$ cat config.mk
export PLATFORM = sky130hd
export DESIGN_NAME = servant_mem_arbiter
export DESIGN_NICKNAME = d
export VERILOG_FILES = /design/src/rtl/servant_mem_arbiter.sv
export SDC_FILE = /design/constraint.sdc
export NUM_CORES = 1
export LEC_CHECK = 0
export CAP_MARGIN = 20
export CORE_AREA = 2 2 136 138
export CTS_BUF_LIST = sky130_fd_sc_hd__clkbuf_4 sky130_fd_sc_hd__clkbuf_8
export DETAILED_ROUTE_END_ITERATION = 12
export DIE_AREA = 0 0 138 140
export PLACE_DENSITY = 0.61
export SLEW_MARGIN = 30
export SYNTH_ARGS = -nofsm -noshare
export SYNTH_HDL_FRONTEND = slang
export SYNTH_SLANG_ARGS = --single-unit
$ cat constraint.sdc
create_clock -name wb_clk -period 5.6 [get_ports wb_clk]
set_clock_uncertainty 0.15 [all_clocks]
set_input_delay 1.12 -clock wb_clk [delete_from_list [all_inputs] [get_ports wb_clk]]
set_output_delay 1.12 -clock wb_clk [all_outputs]
set_load 0.005 [all_outputs]
$ cat src/rtl/servant_mem_arbiter.sv
// Three-master round-robin Wishbone classic arbiter in front of the single servant RAM port.
//   m0 = CPU ibus, m1 = CPU dbus, m2 = firmware loader / debug port.
// Grant is registered and the winner keeps the slave until it is acked, the master drops cyc
// (abort) or the transaction times out. A timeout fakes an ack with zero read data and pulses
// o_err for one cycle.
//
// Ports:
//   wb_clk, wb_rst       clock, synchronous active-high reset
//   i_m_adr/dat/sel/we   packed master request fields, master n at slice n
//   i_m_cyc              per-master cycle request
//   o_m_rdt, o_m_ack     read data (broadcast) and per-master ack
//   o_s_*                slave request fields, i_s_rdt/i_s_ack slave response
//   o_gnt, o_busy        current grant index (valid while o_busy), grant-state flag
//   o_err                one-cycle timeout pulse
module servant_mem_arbiter #(
  parameter int unsigned aw      = 32,
  parameter int unsigned timeout = 255
) (
  input  logic            wb_clk,
  input  logic            wb_rst,
  input  logic [3*aw-1:0] i_m_adr,
  input  logic [95:0]     i_m_dat,
  input  logic [11:0]     i_m_sel,
  input  logic [2:0]      i_m_we,
  input  logic [2:0]      i_m_cyc,
  output logic [31:0]     o_m_rdt,
  output logic [2:0]      o_m_ack,
  output logic [aw-1:0]   o_s_adr,
  output logic [31:0]     o_s_dat,
  output logic [3:0]      o_s_sel,
  output logic            o_s_we,
  output logic            o_s_cyc,
  input  logic [31:0]     i_s_rdt,
  input  logic            i_s_ack,
  output logic [1:0]      o_gnt,
  output logic            o_busy,
  output logic            o_err
);

  // Counter is wide enough to reach timeout-1 without wrapping.
  localparam int unsigned CntW = (($clog2(timeout) + 1) > 8) ? ($clog2(timeout) + 1) : 8;
  localparam bit TmoEn = (timeout != 0);
  localparam logic [CntW-1:0] CntLast = (timeout == 0) ? '0 : CntW'(timeout - 1);

  typedef enum logic [0:0] {StIdle, StGrant} state_e;

  state_e          state_q;
  logic [1:0]      gnt_q;
  logic [1:0]      last_q;
  logic [CntW-1:0] cnt_q;

  // Unpacked views of the per-master request fields.
  logic [aw-1:0] m_adr [3];
  logic [31:0]   m_dat [3];
  logic [3:0]    m_sel [3];

  for (genvar n = 0; n < 3; n++) begin : g_unpack
    assign m_adr[n] = i_m_adr[n*aw +: aw];
    assign m_dat[n] = i_m_dat[n*32 +: 32];
    assign m_sel[n] = i_m_sel[n*4 +: 4];
  end

  // Round-robin pick: search starts at the master after the last one served.
  logic [1:0] cand0, cand1, cand2;
  logic [1:0] pick;

  always_comb begin
    unique case (last_q)
      2'd0: begin cand0 = 2'd1; cand1 = 2'd2; cand2 = 2'd0; end
      2'd1: begin cand0 = 2'd2; cand1 = 2'd0; cand2 = 2'd1; end
      default: begin cand0 = 2'd0; cand1 = 2'd1; cand2 = 2'd2; end
    endcase
    if (i_m_cyc[cand0]) begin
      pick = cand0;
    end else if (i_m_cyc[cand1]) begin
      pick = cand1;
    end else begin
      pick = cand2;
    end
  end

  logic in_grant;
  logic cyc_g;
  logic ack_ok;
  logic tmo_hit;

  // Reset gates the response path so an in-flight ack is never forwarded.
  always_comb begin
    in_grant = (state_q == StGrant) && !wb_rst;
    cyc_g    = i_m_cyc[gnt_q];
    // A master that drops cyc in the ack cycle is an abort: nothing is forwarded.
    ack_ok   = in_grant && cyc_g && i_s_ack;
    tmo_hit  = TmoEn && in_grant && cyc_g && !i_s_ack && (cnt_q == CntLast);
  end

  always_comb begin
    o_m_ack = '0;
    if (ack_ok || tmo_hit) begin
      o_m_ack[gnt_q] = 1'b1;
    end
    o_m_rdt = tmo_hit ? 32'h0 : i_s_rdt;
    o_err   = tmo_hit;
    o_s_cyc = in_grant && cyc_g;
    o_s_adr = m_adr[gnt_q];
    o_s_dat = m_dat[gnt_q];
    o_s_sel = m_sel[gnt_q];
    o_s_we  = i_m_we[gnt_q];
    o_busy  = (state_q == StGrant);
    o_gnt   = gnt_q;
  end

  always_ff @(posedge wb_clk) begin
    if (wb_rst) begin
      state_q <= StIdle;
      gnt_q   <= 2'd0;
      last_q  <= 2'd2;
      cnt_q   <= '0;
    end else begin
      unique case (state_q)
        StIdle: begin
          if (|i_m_cyc) begin
            gnt_q   <= pick;
            cnt_q   <= '0;
            state_q <= StGrant;
          end
        end
        StGrant: begin
          if (!cyc_g) begin
            // Abort keeps the previous owner so priority does not rotate.
            state_q <= StIdle;
          end else if (i_s_ack || tmo_hit) begin
            last_q  <= gnt_q;
            state_q <= StIdle;
          end else begin
            cnt_q <= cnt_q + 1'b1;
          end
        end
        default: state_q <= StIdle;
      endcase
    end
  end

endmodule

==> results.py, run 1 <==
metrics = {
    "logic_synthesis": {
        "synth_top_area_share_pct": 28.94,
        "yosysWarningCount": 0,
        "synth_cells": 372,
        "synth_ff_type": "dfxtp_1",
        "synthesis.area_um2": 2456,
        "synthXorXnorAreaFrac_pct": 0,
        "synth_area_leaders": "mux2i_1, o21ai_0, dfxtp_1",
        "synth_compound_area_share_pct": 23.33,
        "yosys.area.top_type": "mux2i_1",
        "synth_cell_type_count": 39,
        "synth-simple-area-share_pct": 29.50,
        "synth_mux_area_share_pct": 28.94,
        "synth_common_cells": "nand2_1, mux2i_1, o21ai_0",
        "synth_seq_cells": 14,
        "avgSynthCellArea_um2": 6.602,
        "synth_top_family_by_area": "simple AND/OR/NAND/NOR gates",
        "synth_edf_count": 0,
        "synth_fa_ha_area_share_pct": 1.019,
        "synth.most_common_cell": "nand2_1",
        "yosysSeqAreaShare_pct": 11.41,
        "postSynth.asyncResetShare_pct": 0,
        "syn_nets": 619,
    },
    "final_layout": {
        "syn2layout_area_growth_pct": 154.4,
        "fin_nets": 951,
        "num-fill-cells": 1877,
        "diodes": 0,
        "drive_gt1_share_pct": 2.134,
    },
    "clocking": {
        "cts_buffers": 3,
        "post_cts_resized": 0,
        "clock_latency_ps": 250,
        "clock_path_buffers": 2,
        "cts-root-buf": "clkbuf_8",
        "ctsHoldBuffers": 0,
        "cts_tree": "yes",
        "clkTransAtPathRegs_ps": 60,
        "clock_sinks": 14,
        "h-tree-depth": 1,
        "post_cts_buffers": 0,
    },
    "min_path": {
        "hold_path_depth": 1,
        "hp-class": "register to register",
        "worstHoldStart": "cnt_q[7]",
        "hold_end": "cnt_q[7]",
    },
    "worst_setup_path": {
        "path_common_cell": "clkdlybuf4s50_1",
        "reg2reg_to": "cnt_q[4]",
        "worst_ep_required_time_ps": 4330,
        "reg2reg_depth": 4,
        "critPathArrivalTime_ps": 3650,
        "cp_cell_sequence": "clkdlybuf4s50_1 > mux2i_1 > o32ai_2 > nand2_1 > and2_1 > clkdlybuf4s50_1",
        "reg2reg_slack_ps": 3230,
        "cp_slowest_cell": "nand2_1",
        "max_stage_delay_ps": 550,
        "worst_setup_path_start_kind": "primary input",
        "r2r_start": "o_gnt[1]",
        "path_class": "primary input to output port",
        "endpoint_kind": "output port",
        "critPathMaxFanout": 33,
    },
    "routing": {
        "antenna_left": 0,
        "totalWireLength_um": 14990,
        "vias_per_cell": 4.237,
        "firstDrtPassIters": 4,
        "drtIter0Drc": 126,
        "wl_per_cell_um": 16.09,
        "vias": 3949,
        "drcViolationCount": 0,
    },
    "global_routing": {
        "grt_usage_pct": 14.42,
        "grt_max_degree": 63,
        "grt-ovfl-total": 0,
        "antenna_found_initial": 0,
        "grt_pass1_vias": 3964,
        "grt_pass1_wl_um": 22520,
    },
    "placed_design": {
        "hpwl_um": 12470,
        "portBuffers": 353,
        "dp_slack_ps": 634.4,
        "globalplace.congestion": 0.7908,
    },
    "timing": {
        "period_needed_ps": 4921,
        "slew_violations": 0,
        "post-route-period-util_pct": 87.88,
        "rsz0062_at_grt": "false",
        "worst_slack_ps": 678.6,
        "relSlewSlack_pct": 49.64,
        "worstMarginPinSlew_ps": 753.6,
        "finalSetupTns_ps": 0,
        "hold_viol": 0,
        "max_freq_mhz": 203.2,
        "setup_viol": 0,
    },
    "pwr": {
        "p_total_mw": 0.7436,
        "vdd_drop_max_mv": 0.06832,
        "leakagePower_nw": 2.120,
        "power_density_nw_per_um2": 119.0,
    },
    "die": {
        "die_y_um": 140,
        "start_util_pct": 13.81,
        "die_w_um": 138,
        "core-area_um2": 17780,
        "rows": 49,
        "ios": 354,
        "dieArea_um2": 19320,
    },
    "run": {
        "cap_violations": 0,
    },
    "outcome": {
        "status": "completed",
    },
}
-- critical path, delay by kind of cell --
kind                   cells  cell delay (ps)
AO/OA/AOI/OAI              1              450
buffers and inverters      2              990
multiplexers               1              170
AND/OR/NAND/NOR            2              920
-- power breakdown --
group          internal, mW  leakage [nW]  total (mW)  switching (mW)
clock network        0.0552        0.0262      0.0930          0.0378
registers             0.103         0.115       0.123          0.0206
logic                 0.356          1.98       0.527           0.171
total                 0.514          2.12       0.744           0.229
-- cells in the final DEF, fill, tap and decap left out, types with 2 or more instances in the layout --
cell type | synthesis | routed
a21oi_1 | 4 | 4
and2_1 | 33 | 33
buf_4 | 0 | 4
clkbuf_8 | 0 | 3
clkdlybuf4s50_1 | 0 | 353
dfxtp_1 | 14 | 12
ha_1 | 2 | 2
inv_1 | 6 | 6
mux2i_1 | 71 | 71
nand2_1 | 74 | 74
nand2b_1 | 3 | 3
nand3_1 | 8 | 8
nand4_1 | 3 | 3
nor2_1 | 10 | 10
nor3_1 | 8 | 8
o211ai_1 | 3 | 3
o21ai_0 | 70 | 70
o2bb2ai_1 | 3 | 3
o311ai_0 | 4 | 4
o31ai_1 | 4 | 4
or3_1 | 3 | 3
-- cell families (layout without fill, tap and decap cells) --
kind of cell	Yosys count	count (layout)
AO/OA/AOI/OAI	98	98
buffers and inverters	36	367
flip-flops	14	14
adder cells (fa/ha/maj)	2	2
AND/OR/NAND/NOR	151	151
multiplexers	71	71
-- flip-flops by register name, indices dropped and copies added, names as in the netlist --
register  cells
o_busy        1
last_q        2
cnt_q         9
o_gnt         2
-- metrics by stage --
step	util, %	area (um^2)	instances	hold WS (ps)
after floorplan	-	2456	372	306.6
after global placement	34.86	6198	928	346.6
after detailed placement	34.86	6198	928	348.6
after CTS	35.14	6247	932	358.1
after global routing	35.14	6247	932	407.4
final	35.14	6247	932	360.9
-- worst max-delay path by stage --
stage                          start           to  slack [ps]  cells past startpoint
after floorplan           i_m_cyc[2]  o_m_rdt[22]        2240                      5
after global placement    i_m_cyc[2]  o_m_rdt[31]         700                      6
after detailed placement  i_m_cyc[2]  o_m_rdt[18]         630                      6
after CTS                 i_m_cyc[2]  o_m_rdt[18]         630                      6
after global routing      i_m_cyc[2]  o_m_rdt[31]         430                      6
final                     i_m_cyc[2]  o_m_rdt[31]         680                      6
-- layout make-up --
cell class              count  area, um^2  area share [%]
clock buffers               4       48.80          0.7811
repair buffers            357        3563           57.04
well taps                 229       286.5           4.586
multi-input cells         322        2041           32.67
flip-flops and latches     14       285.3           4.566
inverters                   6       22.52          0.3605
-- metal layers --
metal | share of wire, % | vias to the layer above | global-route usage, %
met5 | 0 | - | 0
met4 | 1.3 | 0 | 2.900
met3 | 9.0 | 11 | 4.239
met2 | 52 | 227 | 27.62
met1 | 38 | 1727 | 15.74
li1 | - | 1984 | -
Power figures use the tool's default switching activity.
==> inputs of run 2 (changes only) <==
TNS_END_PERCENT = 50   (was not set)
==> results of run 2 <==
No change in the layout: final DEF, timing and power equal those of run 1.
==> inputs of run 3 (changes only) <==
SETUP_SLACK_MARGIN = 0.05   (was not set)
==> results of run 3 <==
No change in the layout: final DEF, timing and power equal those of run 1.
